<file path="config.mk">
export PLATFORM = sky130hd
export DESIGN_NAME = cmp_cross_detector_flat
export DESIGN_NICKNAME = d
export VERILOG_FILES = /design/src/rtl/cmp_pkg.sv /design/src/rtl/cmp_cross_detector_if.sv /design/src/rtl/cmp_debounce.sv /design/src/rtl/cmp_cross_detector.sv /design/src/flat_wrapper.sv
export SDC_FILE = /design/constraint.sdc
export NUM_CORES = 1
export LEC_CHECK = 0
export CAP_MARGIN = 25
export CORE_UTILIZATION = 45
export CTS_CLUSTER_DIAMETER = 200
export DETAILED_ROUTE_END_ITERATION = 12
export PLACE_DENSITY_LB_ADDON = 0.1
export SLEW_MARGIN = 15
export SYNTH_ARGS = -nofsm -noshare
export SYNTH_HDL_FRONTEND = slang
export SYNTH_SLANG_ARGS = --single-unit
export TNS_END_PERCENT = 10
</file>
<file path="constraint.sdc">
create_clock -name clk -period 2.4 [get_ports clk]
set_clock_uncertainty 0.2 [all_clocks]
set_input_delay 0.36 -clock clk [delete_from_list [all_inputs] [get_ports clk]]
set_output_delay 0.36 -clock clk [all_outputs]
set_load 0.01 [all_outputs]
</file>
<file path="src/rtl/cmp_pkg.sv">
// Shared types and helpers for the comparator crossing detector:
// relation encoding, rank constants and the flag decoder.
package cmp_pkg;

  typedef enum logic [1:0] {
    REL_UNKNOWN = 2'd0,
    REL_LOW     = 2'd1,
    REL_EQ      = 2'd2,
    REL_HIGH    = 2'd3
  } rel_t;

  localparam logic [1:0] RANK_LOW  = 2'd1;
  localparam logic [1:0] RANK_EQ   = 2'd2;
  localparam logic [1:0] RANK_HIGH = 2'd3;

  typedef struct packed {
    logic illegal;
    rel_t cls;
  } dec_t;

  function automatic dec_t decode_flags(input logic gt, input logic eq, input logic lt);
    dec_t d;
    d.illegal = 1'b0;
    d.cls     = REL_UNKNOWN;
    case ({gt, eq, lt})
      3'b100:  d.cls = REL_HIGH;
      3'b010:  d.cls = REL_EQ;
      3'b001:  d.cls = REL_LOW;
      default: d.illegal = 1'b1;
    endcase
    return d;
  endfunction

  function automatic logic [1:0] rank_of(input rel_t r);
    logic [1:0] k;
    case (r)
      REL_LOW:  k = RANK_LOW;
      REL_EQ:   k = RANK_EQ;
      REL_HIGH: k = RANK_HIGH;
      default:  k = 2'd0;
    endcase
    return k;
  endfunction

endpackage

</file>
<file path="src/rtl/cmp_cross_detector_if.sv">
// Sample/result bundle of the crossing detector.
// evt_ts exists only when CMP_TIMESTAMP_EN is defined.
interface cmp_cross_detector_if #(
  parameter int CNT_W = 8
`ifdef CMP_TIMESTAMP_EN
  , parameter int TS_W = 16
`endif
);
  logic             in_valid;
  logic             greater;
  logic             lesser;
  logic             equal;
  logic [1:0]       state;
  logic             state_valid;
  logic             rise_evt;
  logic             fall_evt;
  logic [CNT_W-1:0] evt_cnt;
  logic             err;
`ifdef CMP_TIMESTAMP_EN
  logic [TS_W-1:0]  evt_ts;
`endif

  modport master (
`ifdef CMP_TIMESTAMP_EN
    input  evt_ts,
`endif
    output in_valid, greater, lesser, equal,
    input  state, state_valid, rise_evt, fall_evt, evt_cnt, err
  );

  modport slave (
`ifdef CMP_TIMESTAMP_EN
    output evt_ts,
`endif
    input  in_valid, greater, lesser, equal,
    output state, state_valid, rise_evt, fall_evt, evt_cnt, err
  );
endinterface

</file>
<file path="src/rtl/cmp_debounce.sv">
// Candidate/run tracker: strobes o_stable when an accepted sample makes the
// run of identical classes reach DEBOUNCE; o_cls is the candidate class.
module cmp_debounce
  import cmp_pkg::*;
#(
  parameter int DEBOUNCE = 3
)(
  input  logic clk,
  input  logic rst_n,
  input  logic i_clr,
  input  logic i_valid,
  input  logic i_illegal,
  input  rel_t i_cls,
  output logic o_stable,
  output rel_t o_cls
);

  localparam logic [3:0] RUN_MAX = 4'(DEBOUNCE);

  rel_t       r_cand, w_cand_nxt;
  logic [3:0] r_run,  w_run_nxt;
  logic       w_accept;

  assign w_accept = i_valid && !i_illegal && !i_clr;

  always_comb begin
    w_cand_nxt = r_cand;
    w_run_nxt  = r_run;
    if (w_accept) begin
      if (i_cls == r_cand) begin
        w_run_nxt = (r_run >= RUN_MAX) ? RUN_MAX : r_run + 4'd1;
      end else begin
        w_cand_nxt = i_cls;
        w_run_nxt  = 4'd1;
      end
    end
  end

  assign o_stable = w_accept && (w_run_nxt == RUN_MAX);
  assign o_cls    = w_cand_nxt;

  always_ff @(posedge clk or negedge rst_n) begin
    if (!rst_n) begin
      r_cand <= REL_UNKNOWN;
      r_run  <= 4'd0;
    end else if (i_clr) begin
      r_cand <= REL_UNKNOWN;
      r_run  <= 4'd0;
    end else begin
      r_cand <= w_cand_nxt;
      r_run  <= w_run_nxt;
    end
  end

endmodule

</file>
<file path="src/rtl/cmp_cross_detector.sv">
// Debounced relation FSM with rise/fall crossing events, saturating event
// counter and sticky illegal-flag error. CMP_TIMESTAMP_EN adds evt_ts.
module cmp_cross_detector
  import cmp_pkg::*;
#(
  parameter int DEBOUNCE = 3,
  parameter int CNT_W    = 8
`ifdef CMP_TIMESTAMP_EN
  , parameter int TS_W   = 16
`endif
)(
  input logic                 clk,
  input logic                 rst_n,
  input logic                 clr,
  cmp_cross_detector_if.slave bus
);

  dec_t             w_dec;
  logic             w_stable;
  rel_t             w_cls;
  rel_t             r_state, w_state_nxt;
  logic             w_rise, w_fall;
  logic             r_rise, r_fall, r_err;
  logic [CNT_W-1:0] r_cnt;
  logic             w_illegal;

  assign w_dec     = decode_flags(bus.greater, bus.equal, bus.lesser);
  assign w_illegal = bus.in_valid && w_dec.illegal && !clr;

  cmp_debounce #(.DEBOUNCE(DEBOUNCE)) u_debounce (
    .clk       (clk),
    .rst_n     (rst_n),
    .i_clr     (clr),
    .i_valid   (bus.in_valid),
    .i_illegal (w_dec.illegal),
    .i_cls     (w_dec.cls),
    .o_stable  (w_stable),
    .o_cls     (w_cls)
  );

  // Leaving UNKNOWN only settles the FSM; later moves are ranked into rise/fall.
  always_comb begin
    w_state_nxt = r_state;
    w_rise      = 1'b0;
    w_fall      = 1'b0;
    if (w_stable && (w_cls != r_state)) begin
      w_state_nxt = w_cls;
      if (r_state != REL_UNKNOWN) begin
        if (rank_of(w_cls) > rank_of(r_state)) w_rise = 1'b1;
        else                                   w_fall = 1'b1;
      end
    end
  end

  always_ff @(posedge clk or negedge rst_n) begin
    if (!rst_n) begin
      r_state <= REL_UNKNOWN;
      r_rise  <= 1'b0;
      r_fall  <= 1'b0;
      r_cnt   <= '0;
      r_err   <= 1'b0;
    end else if (clr) begin
      r_state <= REL_UNKNOWN;
      r_rise  <= 1'b0;
      r_fall  <= 1'b0;
      r_cnt   <= '0;
      r_err   <= 1'b0;
    end else begin
      r_state <= w_state_nxt;
      r_rise  <= w_rise;
      r_fall  <= w_fall;
      if ((w_rise || w_fall) && (r_cnt != '1)) r_cnt <= r_cnt + 1'b1;
      if (w_illegal) r_err <= 1'b1;
    end
  end

  assign bus.state       = r_state;
  assign bus.state_valid = (r_state != REL_UNKNOWN);
  assign bus.rise_evt    = r_rise;
  assign bus.fall_evt    = r_fall;
  assign bus.evt_cnt     = r_cnt;
  assign bus.err         = r_err;

`ifdef CMP_TIMESTAMP_EN
  logic [TS_W-1:0] r_ts, r_evt_ts;

  // Free-running counter survives clr; only rst_n clears it.
  always_ff @(posedge clk or negedge rst_n) begin
    if (!rst_n) begin
      r_ts     <= '0;
      r_evt_ts <= '0;
    end else begin
      r_ts <= r_ts + 1'b1;
      if (w_rise || w_fall) r_evt_ts <= r_ts;
    end
  end

  assign bus.evt_ts = r_evt_ts;
`endif

endmodule
</file>
<file path="src/flat_wrapper.sv">
// flat-port wrapper written by rule: the top's interface ports become plain ports
module cmp_cross_detector_flat import cmp_pkg::*;
#(
  parameter int DEBOUNCE = 3,
  parameter int CNT_W    = 8

)
  (clk, rst_n, clr, bus_in_valid, bus_greater, bus_lesser, bus_equal, bus_state, bus_state_valid, bus_rise_evt, bus_fall_evt, bus_evt_cnt, bus_err);
  cmp_cross_detector_if #(.CNT_W(CNT_W)) bus_i ();
  input logic clk;
  input logic rst_n;
  input logic clr;
  input wire logic [$bits(bus_i.in_valid)-1:0] bus_in_valid;
  input wire logic [$bits(bus_i.greater)-1:0] bus_greater;
  input wire logic [$bits(bus_i.lesser)-1:0] bus_lesser;
  input wire logic [$bits(bus_i.equal)-1:0] bus_equal;
  output wire logic [$bits(bus_i.state)-1:0] bus_state;
  output wire logic [$bits(bus_i.state_valid)-1:0] bus_state_valid;
  output wire logic [$bits(bus_i.rise_evt)-1:0] bus_rise_evt;
  output wire logic [$bits(bus_i.fall_evt)-1:0] bus_fall_evt;
  output wire logic [$bits(bus_i.evt_cnt)-1:0] bus_evt_cnt;
  output wire logic [$bits(bus_i.err)-1:0] bus_err;
  assign bus_i.in_valid = bus_in_valid;
  assign bus_i.greater = bus_greater;
  assign bus_i.lesser = bus_lesser;
  assign bus_i.equal = bus_equal;
  assign bus_state = bus_i.state;
  assign bus_state_valid = bus_i.state_valid;
  assign bus_rise_evt = bus_i.rise_evt;
  assign bus_fall_evt = bus_i.fall_evt;
  assign bus_evt_cnt = bus_i.evt_cnt;
  assign bus_err = bus_i.err;
  cmp_cross_detector #(.DEBOUNCE(DEBOUNCE), .CNT_W(CNT_W)) u_core (.clk(clk), .rst_n(rst_n), .clr(clr), .bus(bus_i));
endmodule
</file>
# After elaboration in Yosys (flattened, before gate mapping)
# Index checks and enable logic that the tools add are counted.
[totals]
regBits = 19
latchBits = 0
mem_bits_rw = 0
mem_bits_ro = 0
input_bits = 7
output_inout_bits = 14
word_cells = 67
mem_count = 0
[op_classes]
n_addsub = 2
multipliers = 0
div = 0
order_cmp = 2
n_eq_ne = 13
shifts = 0
muxes = 29
bitwise = 0
reduce_logical = 14
[ops]
columns = ["op", "count"]
rows = [
  ["$mux 2", 9],
  ["$pmux 2 s3", 3],
  ["$mux 4", 4],
  ["$mux 8", 2],
  ["$mux 1", 11],
  ["$add 8x1->8 const B", 1],
  ["$eq 2x2->1 const B", 4],
  ["$ne 8x8->1 const B", 1],
  ["$reduce_bool 2->1", 4],
  ["$logic_and 1x1->1", 7],
  ["$add 4x1->4 const B", 1],
  ["$eq 2x1->1 const B", 2],
  ["$eq 4x2->1 const B", 1],
  ["$ge 4x2->1 const B", 1],
  ["$eq 3x1->1 const B", 1],
  ["$eq 3x2->1 const B", 1],
  ["$eq 3x3->1 const B", 1],
  ["$reduce_or 3->1", 1],
  ["$eq 2x2->1", 1],
  ["$gt 2x2->1", 1],
  ["$ne 2x2->1", 1],
  ["$logic_not 1->1", 1],
  ["$logic_or 1x1->1", 1],
]

# Depth between registers and ports, before layout
# Gate-level depths: netlist of run 1.
[depth]
depth_word = 17
ltp_mapped = 9
ltp_nobuf = 8

# Hierarchy
# A second synthesis of run 1 with hierarchy kept.
[hier_totals]
cells_unflattened = 115
area_unflattened_um2 = 1113.6
[by_module_without_submodules]
columns = ["module", "instances", "cells_each", "area_each_um2", "seq_area_each_um2"]
rows = [
  ["cmp_cross_detector", 1, 85, 763.2, 325.3],
  ["cmp_debounce", 1, 30, 350.3, 150.1],
]

# Worst setup path after synthesis of run 1
# No wires, ideal clock.
[synth_path]
path_type = "in2reg"
startpoint = "in bus_lesser"
endpoint = "reg u_core.r_cnt[4] (netlist: u_core.bus.evt_cnt[4])"
setup_ns = 0.078
t_arrival_ns = 2.049
required_time_ns = 2.122
setup_slack_ns = 0.073
stages = 8
path_buffers = 2
cell_sequence = "buf_4 -> nor4b_2 -> mux2_1 -> nand4b_1 -> o31ai_1 -> buf_6 -> or4_1 -> a21oi_1"
[synth_between]
elab_chain_len = 16
word_cells_on_any_way = 32
cone_classes = "order compare: 1; eq/ne: 9; mux: 14; reduce/logical: 8"
[synth_rtl]
columns = ["element", "line_no", "text"]
rows = [
  ["start, declared", "flat_wrapper.sv:15", "input wire logic [$bits(bus_i.lesser)-1:0] bus_lesser;"],
  ["$eq 3x1->1, or another cell as far along", "cmp_pkg.sv:25", "case ({gt, eq, lt})"],
  ["$pmux 2 s3 / $reduce_or 3->1 (equally long branches)", "--", ""],
  ["$eq 2x2->1 / $logic_and 1x1->1 (equally long branches)", "cmp_debounce.sv:30, cmp_debounce.sv:24", ""],
  ["$mux 2 / $logic_and 1x1->1 (equally long branches)", "cmp_debounce.sv:30, cmp_debounce.sv:24", ""],
  ["$mux 2", "cmp_debounce.sv:29", "if (w_accept) begin"],
  ["$eq 2x2->1 / $eq 2x1->1 (equally long branches)", "cmp_pkg.sv:36", "case (r)"],
  ["$pmux 2 s3", "cmp_pkg.sv:36", ""],
  ["$mux 2", "cmp_cross_detector.sv:48", "if (r_state != REL_UNKNOWN) begin"],
  ["$mux 2", "cmp_cross_detector.sv:46", "if (w_stable && (w_cls != r_state)) begin"],
  ["$gt 2x2->1", "cmp_cross_detector.sv:49", "if (rank_of(w_cls) > rank_of(r_state)) w_rise = 1'b1;"],
  ["$mux 1", "cmp_cross_detector.sv:49", ""],
  ["$mux 1", "cmp_cross_detector.sv:48", ""],
  ["$mux 1", "cmp_cross_detector.sv:46", ""],
  ["$logic_or 1x1->1 *", "cmp_cross_detector.sv:72", "if ((w_rise || w_fall) && (r_cnt != '1)) r_cnt <= r_cnt + 1'b1;"],
  ["$logic_and 1x1->1 *", "cmp_cross_detector.sv:72", ""],
  ["$reduce_bool 2->1 (no line) *", "--", ""],
  ["end signal, assigned", "cmp_cross_detector.sv:72", ""],
  ["end, declared", "cmp_cross_detector.sv:24", "logic [CNT_W-1:0] r_cnt;"],
]
# Mark *: on every way between the ends. The rest lies on a longest branch, timed or not. The select of a mux whose other input is x is not followed.
# A chain may end at the register's enable or synchronous reset.

# Worst setup path after layout of run 1
[layout_path]
startpoint = "reg u_core.u_debounce.r_cand[1]"
endpoint = "reg u_core.r_cnt[4] (netlist: u_core.bus.evt_cnt[4])"
[layout_between]
elab_chain_len = 14
word_cells_on_any_way = 25
cone_classes = "order compare: 1; eq/ne: 6; mux: 13; reduce/logical: 5"
[layout_rtl]
columns = ["element", "line_no", "text"]
rows = [
  ["start, declared", "cmp_debounce.sv:20", "rel_t r_cand, w_cand_nxt;"],
  ["start signal, assigned", "cmp_debounce.sv:50", "r_cand <= w_cand_nxt;"],
  ["$eq 2x2->1", "cmp_debounce.sv:30", "if (i_cls == r_cand) begin"],
  ["$mux 2", "cmp_debounce.sv:30", ""],
  ["$mux 2", "cmp_debounce.sv:29", ""],
  ["$eq 2x2->1 / $eq 2x1->1 (equally long branches)", "cmp_pkg.sv:36", ""],
  ["$pmux 2 s3", "cmp_pkg.sv:36", ""],
  ["$mux 2", "cmp_cross_detector.sv:48", ""],
  ["$mux 2", "cmp_cross_detector.sv:46", ""],
  ["$gt 2x2->1", "cmp_cross_detector.sv:49", ""],
  ["$mux 1", "cmp_cross_detector.sv:49", ""],
  ["$mux 1", "cmp_cross_detector.sv:48", ""],
  ["$mux 1", "cmp_cross_detector.sv:46", ""],
  ["$logic_or 1x1->1 *", "cmp_cross_detector.sv:72", ""],
  ["$logic_and 1x1->1 *", "cmp_cross_detector.sv:72", ""],
  ["$reduce_bool 2->1 (no line) *", "--", ""],
]
# Marked as above.

==> results.ini, run 1 <==
[setup_path]
path_class = reg -> reg
cp.required_ns = 2.43
startpoint_type = flip-flop
r2r.worst_path.cells = 7
worstSetupEndpointType = flip-flop
crit_fanout = 16
critPathArrivalTime_ns = 2.37

[yosys]
yosysTopAreaCell = dfrtp_1
avgSynthCellArea_sq_um = 8.821
synth-simple-area-share_pct = 25.86
synth-xor-area-share_pct = 0.7042
netlist_area_sq_um = 1244
synth-compound-area-share_pct = 19.22
synth_cells = 141
muxShareOfSynthArea_pct = 3.521
synth_fa_ha_area_share_pct = 4.024
yosysWarnings = 0
synth.distinct_cells = 41
synth_top_family_by_area = simple AND/OR/NAND/NOR gates
synth_edf_count = 0
synthTopCellsByArea = dfrtp_1 (38%), a21oi_1 (5.6%), ha_1 (4.0%), o21ai_0 (3.2%), o31ai_1 (3.0%)
synth_top_area_share_pct = 38.23
synthArstFlopShare_pct = 100.0
yosys_most_used_dff = dfrtp_1
synth-seq-cells = 19
ys_seq_area_share_pct = 38.23
synth_nets = 152

[floorplanning]
initial_core_util_pct = 48.87
core_sq_um = 2545
die_w_microns = 54.57
rows = 18
dieArea_sq_um = 2978
io_pins = 21
die_y_microns = 54.57

[sta]
maxSlewViolCount = 0
relSlewSlack_pct = 76.53
fmax_mhz = 428.6
setup_tns_ns = 0
post-route-min-period_ns = 2.333
hold_viol_final = 0
tightest_slew_ns = 0.3496
post-route-period-util_pct = 97.23
hold_ws_ns = 0.1867
setup_viol = 0

[routing]
drtPass1Iterations = 4
drc_errors = 0
via_per_inst = 5.644
drt_iter0_markers = 13
routed_wl_mm = 2.957
antenna_left = 0
vias = 1174
post_drt_wl_per_cell_microns = 14.22

[layout]
final_common_cell = buf_4
multi_input_area_sq_um = 705.7
nNetsFinal = 190
seq_area_sq_um = 475.5
mostFrequentLayoutCells = buf_4 (25), dfrtp_1 (19), clkdlybuf4s50_1 (15), a21oi_1 (13), inv_1 (9)
areaGrowthSynthToFinish_pct = 33.20
nFillCells = 224
layout-drive-gt1-share_pct = 25.28
antenna_cells = 0

[power_and_ir_drop]
p_seq_share_pct = 54.6
switching_share_pct = 26.46
power.internal_uw = 441.4
p_clk_share_pct = 27.1
p_leak_uw = 0.0007153
p_comb_share_pct = 18.3
power.density_nw_per_um2 = 362.3
vdd_drop_max_v = 0.0003808
p_switching_uw = 158.8

[cts]
clock_sinks = 19
htreeDepth = 1
clk_latency_ns = 0.30
cts_buffers = 3
cts_tree = yes
path_clk_slew_ns = 0.11
clk_path_buf_depth = 2
root_buffer = clkbuf_4

[global_routing]
met2_usage_pct = 37.40
antenna_found_initial = 0
grtUsageTotal_pct = 21.54
grt_max_degree = 20
grt_pass1_vias = 1047
gr-max-usage-layer = met2
gr-usage-met1_pct = 27.21
grt_use_met3_pct = 5.833
grt_first_pass_wirelength_mm = 4.567
grt-ovfl-total = 0

[status]
status = finished, final reports clean

[flow_run]
drv_cap = 0

[placement]
dp_hpwl_mm = 2.161
gp_congestion = 0.8138
place.port_buffers = 20

[min_path]
hold_path_class = in -> async

cells by family (layout without fill, tap and decap cells):
family,after synthesis,in the layout
AO/OA/AOI/OAI,37,37
XOR/XNOR,1,1
multiplexers,4,4
flip-flops,19,19
AND/OR/NAND/NOR,55,55
buffers and inverters,21,58
adder cells (fa/ha/maj),4,4
Yosys cell counts, drive strengths merged (2+ instances only):
master  number
a21oi       15
and3         2
buf          7
clkbuf       5
dfrtp       19
ha           4
inv          9
mux2         3
nand2        8
nand2b       4
nand3        3
nand3b       3
nand4        2
nor2         8
nor3         8
nor4         2
nor4b        2
o2111a       2
o21ai        8
o31ai        5
or2          2
or3          3
or4          5
layer usage:
metal  share of wire, %  vias to the layer above
li1                   -                      591
met1                 48                      567
met2                 49                       14
met3                2.7                        2
met4               0.57                        0
met5                  0                        -
repair_timing:
item | 4_1_cts | 5_1_grt
endpoints found under the setup margin | 12 | 7
hold buffers | 0 | 0
pin swaps | 2 | 5
gates resized for setup | 5 | 11
setup buffers | 0 | 1
critical path: stages (launching register included):
cell and delay, ns:
dfrtp_1 0.40, or3b_4 0.39, a21oi_4 0.16, o2111a_1 0.21
o31ai_2 0.07, buf_4 0.18, or4_4 0.53, a21oi_2 0.14
final cells by class:
type / instances / area share, %
Multi-Input combinational cell: 101 / 42.60
Timing Repair Buffer: 45 / 22.81
Clock buffer: 4 / 1.586
Inverter: 9 / 2.039
Tap cell: 30 / 2.266
Sequential cell: 19 / 28.70
worst paths after layout:
check                                            startpoint                     endpoint  slack (ns)
min in group clk                             u_core.bus.err               u_core.bus.err        0.35
worst min-delay path                                  rst_n  u_core.u_debounce.r_cand[1]        0.19
max in group asynchronous                             rst_n        u_core.bus.evt_cnt[6]        1.61
worst max register to register  u_core.u_debounce.r_cand[1]        u_core.bus.evt_cnt[4]        0.07
worst min register to register               u_core.bus.err               u_core.bus.err        0.35
worst max-delay path            u_core.u_debounce.r_cand[1]        u_core.bus.evt_cnt[4]        0.07
stage by stage:
stage / util, % / power [uW] / setup slack (ns) / cell area [sq um] / cells
5_1_grt: 65.09 / 628.6 / -0.002297 / 1657 / 208
4_1_cts: 63.86 / 598.3 / 0.008368 / 1625 / 207
3_5_place_dp: 62.68 / 439.0 / -0.5262 / 1595 / 203
2_1_floorplan: - / 386.1 / 0.07274 / 1244 / 141
6_report: 65.09 / 600.2 / 0.06659 / 1657 / 208
3_3_place_gp: 62.68 / 435.2 / -0.4604 / 1595 / 203
power by group through the flow:
stage | combinational [uW] | sequential (uW) | clock [uW]
after floorplan | 52.3 | 334 | 0
after global placement | 101 | 334 | 0
after detailed placement | 105 | 334 | 0
after CTS | 105 | 328 | 166
after global routing | 122 | 329 | 178
final | 110 | 328 | 163
state kept, by name (all words and copies together) (netlist names):
register                  count
u_core.bus.evt_cnt            8
u_core.u_debounce.r_run       4
u_core.bus.state              2
u_core.u_debounce.r_cand      2
u_core.bus.err                1
u_core.bus.fall_evt           1
u_core.bus.rise_evt           1
Power figures use the tool's default switching activity.
==> run 2: changes to the inputs <==
- MAX_ROUTING_LAYER: unset -> met4
==> results.ini, run 2 (synthesized netlist as in run 1, its figures left out) <==
[status]
status = finished, final reports clean

[layout]
multi_input_area_sq_um = 705.7  ; unchanged
mostFrequentLayoutCells = buf_4 (25), dfrtp_1 (19), clkdlybuf4s50_1 (15), a21oi_1 (13), inv_1 (9)
fin_cells = 208  ; unchanged
final_common_cell = buf_4
nNetsFinal = 190  ; unchanged
seq_area_sq_um = 475.5  ; unchanged
largest_reg_flops = 8  ; unchanged
layout-drive-gt1-share_pct = 25.28  ; unchanged
antenna_cells = 0  ; unchanged
nFillCells = 224  ; unchanged
areaGrowthSynthToFinish_pct = 33.20  ; unchanged

[setup_path]
critPathArrivalTime_ns = 2.37  ; about the same
crit_fanout = 16  ; unchanged
startpoint_type = flip-flop
cp.required_ns = 2.43  ; about the same
r2r.worst_path.cells = 7  ; unchanged
worstSetupEndpointType = flip-flop
path_class = reg -> reg

[global_routing]
antenna_found_initial = 0  ; unchanged
grtUsageTotal_pct = 22.16  ; +0.62 points
grt_max_degree = 20  ; unchanged
grt-ovfl-total = 0  ; unchanged
grt_pass1_vias = 1048  ; +0.096%
grt_first_pass_wirelength_mm = 4.567  ; unchanged

[routing]
drc_errors = 0  ; unchanged
drt_iter0_markers = 14  ; +1
via_per_inst = 5.668  ; +0.43%
post_drt_wl_per_cell_microns = 14.26  ; +0.30%
drtPass1Iterations = 4  ; unchanged
antenna_left = 0  ; unchanged
routed_wl_mm = 2.966  ; +0.30%
vias = 1179  ; +0.43%

[min_path]
hold_path_class = in -> async

[placement]
dpl.cell_count = 203  ; unchanged
dp_hpwl_mm = 2.161  ; unchanged
place.port_buffers = 20  ; unchanged
gp_congestion = 0.8258  ; +1.5%

[floorplanning]
die_y_microns = 54.57  ; unchanged
initial_core_util_pct = 48.87  ; unchanged
rows = 18  ; unchanged
io_pins = 21  ; unchanged
core_sq_um = 2545  ; unchanged
die_w_microns = 54.57  ; unchanged
dieArea_sq_um = 2978  ; unchanged

[cts]
clk_latency_ns = 0.29  ; about the same
htreeDepth = 1  ; unchanged
cts_tree = yes
hold_buffers = 0  ; unchanged
cts_buffers = 3  ; unchanged
clock_sinks = 19  ; unchanged
root_buffer = clkbuf_4
path_clk_slew_ns = 0.11  ; about the same
clk_path_buf_depth = 2  ; unchanged

[sta]
maxSlewViolCount = 0  ; unchanged
fmax_mhz = 428.0  ; -0.12%
post-route-period-util_pct = 97.34  ; +0.12 points
relSlewSlack_pct = 76.52  ; about the same
setup_viol = 0  ; unchanged
hold_ws_ns = 0.1887  ; +0.001935 ns
post-route-min-period_ns = 2.336  ; +0.002795 ns
tightest_slew_ns = 0.3496  ; +0.00001431 ns
hold_viol_final = 0  ; unchanged

[power_and_ir_drop]
vdd_drop_max_v = 0.0003800  ; -0.21%
p_leak_uw = 0.0007153  ; unchanged
power.density_nw_per_um2 = 362.0  ; about the same

[flow_run]
drv_cap = 0  ; unchanged

-- run 2: final timing paths --
check / start / endpoint / slack, ns
setup / recovery: u_core.u_debounce.r_cand[1] / u_core.bus.evt_cnt[4] / 0.06
hold / removal: rst_n / u_core.u_debounce.r_cand[1] / 0.19
max in group asynchronous: rst_n / u_core.bus.evt_cnt[6] / 1.61
setup reg to reg: u_core.u_debounce.r_cand[1] / u_core.bus.evt_cnt[4] / 0.06
min in group clk: u_core.bus.err / u_core.bus.err / 0.35
hold reg to reg: u_core.bus.err / u_core.bus.err / 0.35
-- run 2: final cells by class --
class	instances	area share (%)
Timing Repair Buffer	45	22.81
Inverter	9	2.039
Sequential cell	19	28.70
Tap cell	30	2.266
Multi-Input combinational cell	101	42.60
Clock buffer	4	1.586
-- run 2: worst max-delay path: stages (launching register included) --
cell and delay, ns:
dfrtp_1 0.40, or3b_4 0.40, a21oi_4 0.16, o2111a_1 0.21, o31ai_2 0.07, buf_4 0.18
or4_4 0.53, a21oi_2 0.14
-- run 2: metrics by stage --
step	utilization [%]	area (sq um)	TNS (ns)	setup slack (ns)	power [uW]
4_1_cts	63.86	1625	0	0.008368	598.3
5_1_grt	65.09	1657	-0.002834	-0.002834	628.6
3_5_place_dp	62.68	1595	-4.917	-0.5262	439.0
6_report	65.09	1657	0	0.06379	599.6
3_3_place_gp	62.68	1595	-4.317	-0.4604	435.2
2_1_floorplan	-	1244	0	0.07274	386.1
-- run 2: timing repair --
item | CTS | global route
endpoints found under the setup margin | 12 | 7
cloned | 0 | 0
setup buffers | 0 | 1
resized for setup | 5 | 11
pin swaps | 2 | 5
-- run 2: report_power, final --
group	total, uW	internal [uW]	switching [uW]
Sequential	328	324	3.89
Clock	162	64.7	97.2
Combinational	110	52.6	57.2
-- run 2: metal layers --
metal  routed length [microns]  up-vias  share of wire (%)  global-route usage (%)
li1                          -      589                  -                       -
met1                      1402      572                 47                   27.21
met2                      1463       16                 49                   37.40
met3                        86        2                2.9                   5.833
met4                        13        0               0.44                   2.564
met5                         0        -                  0                       -
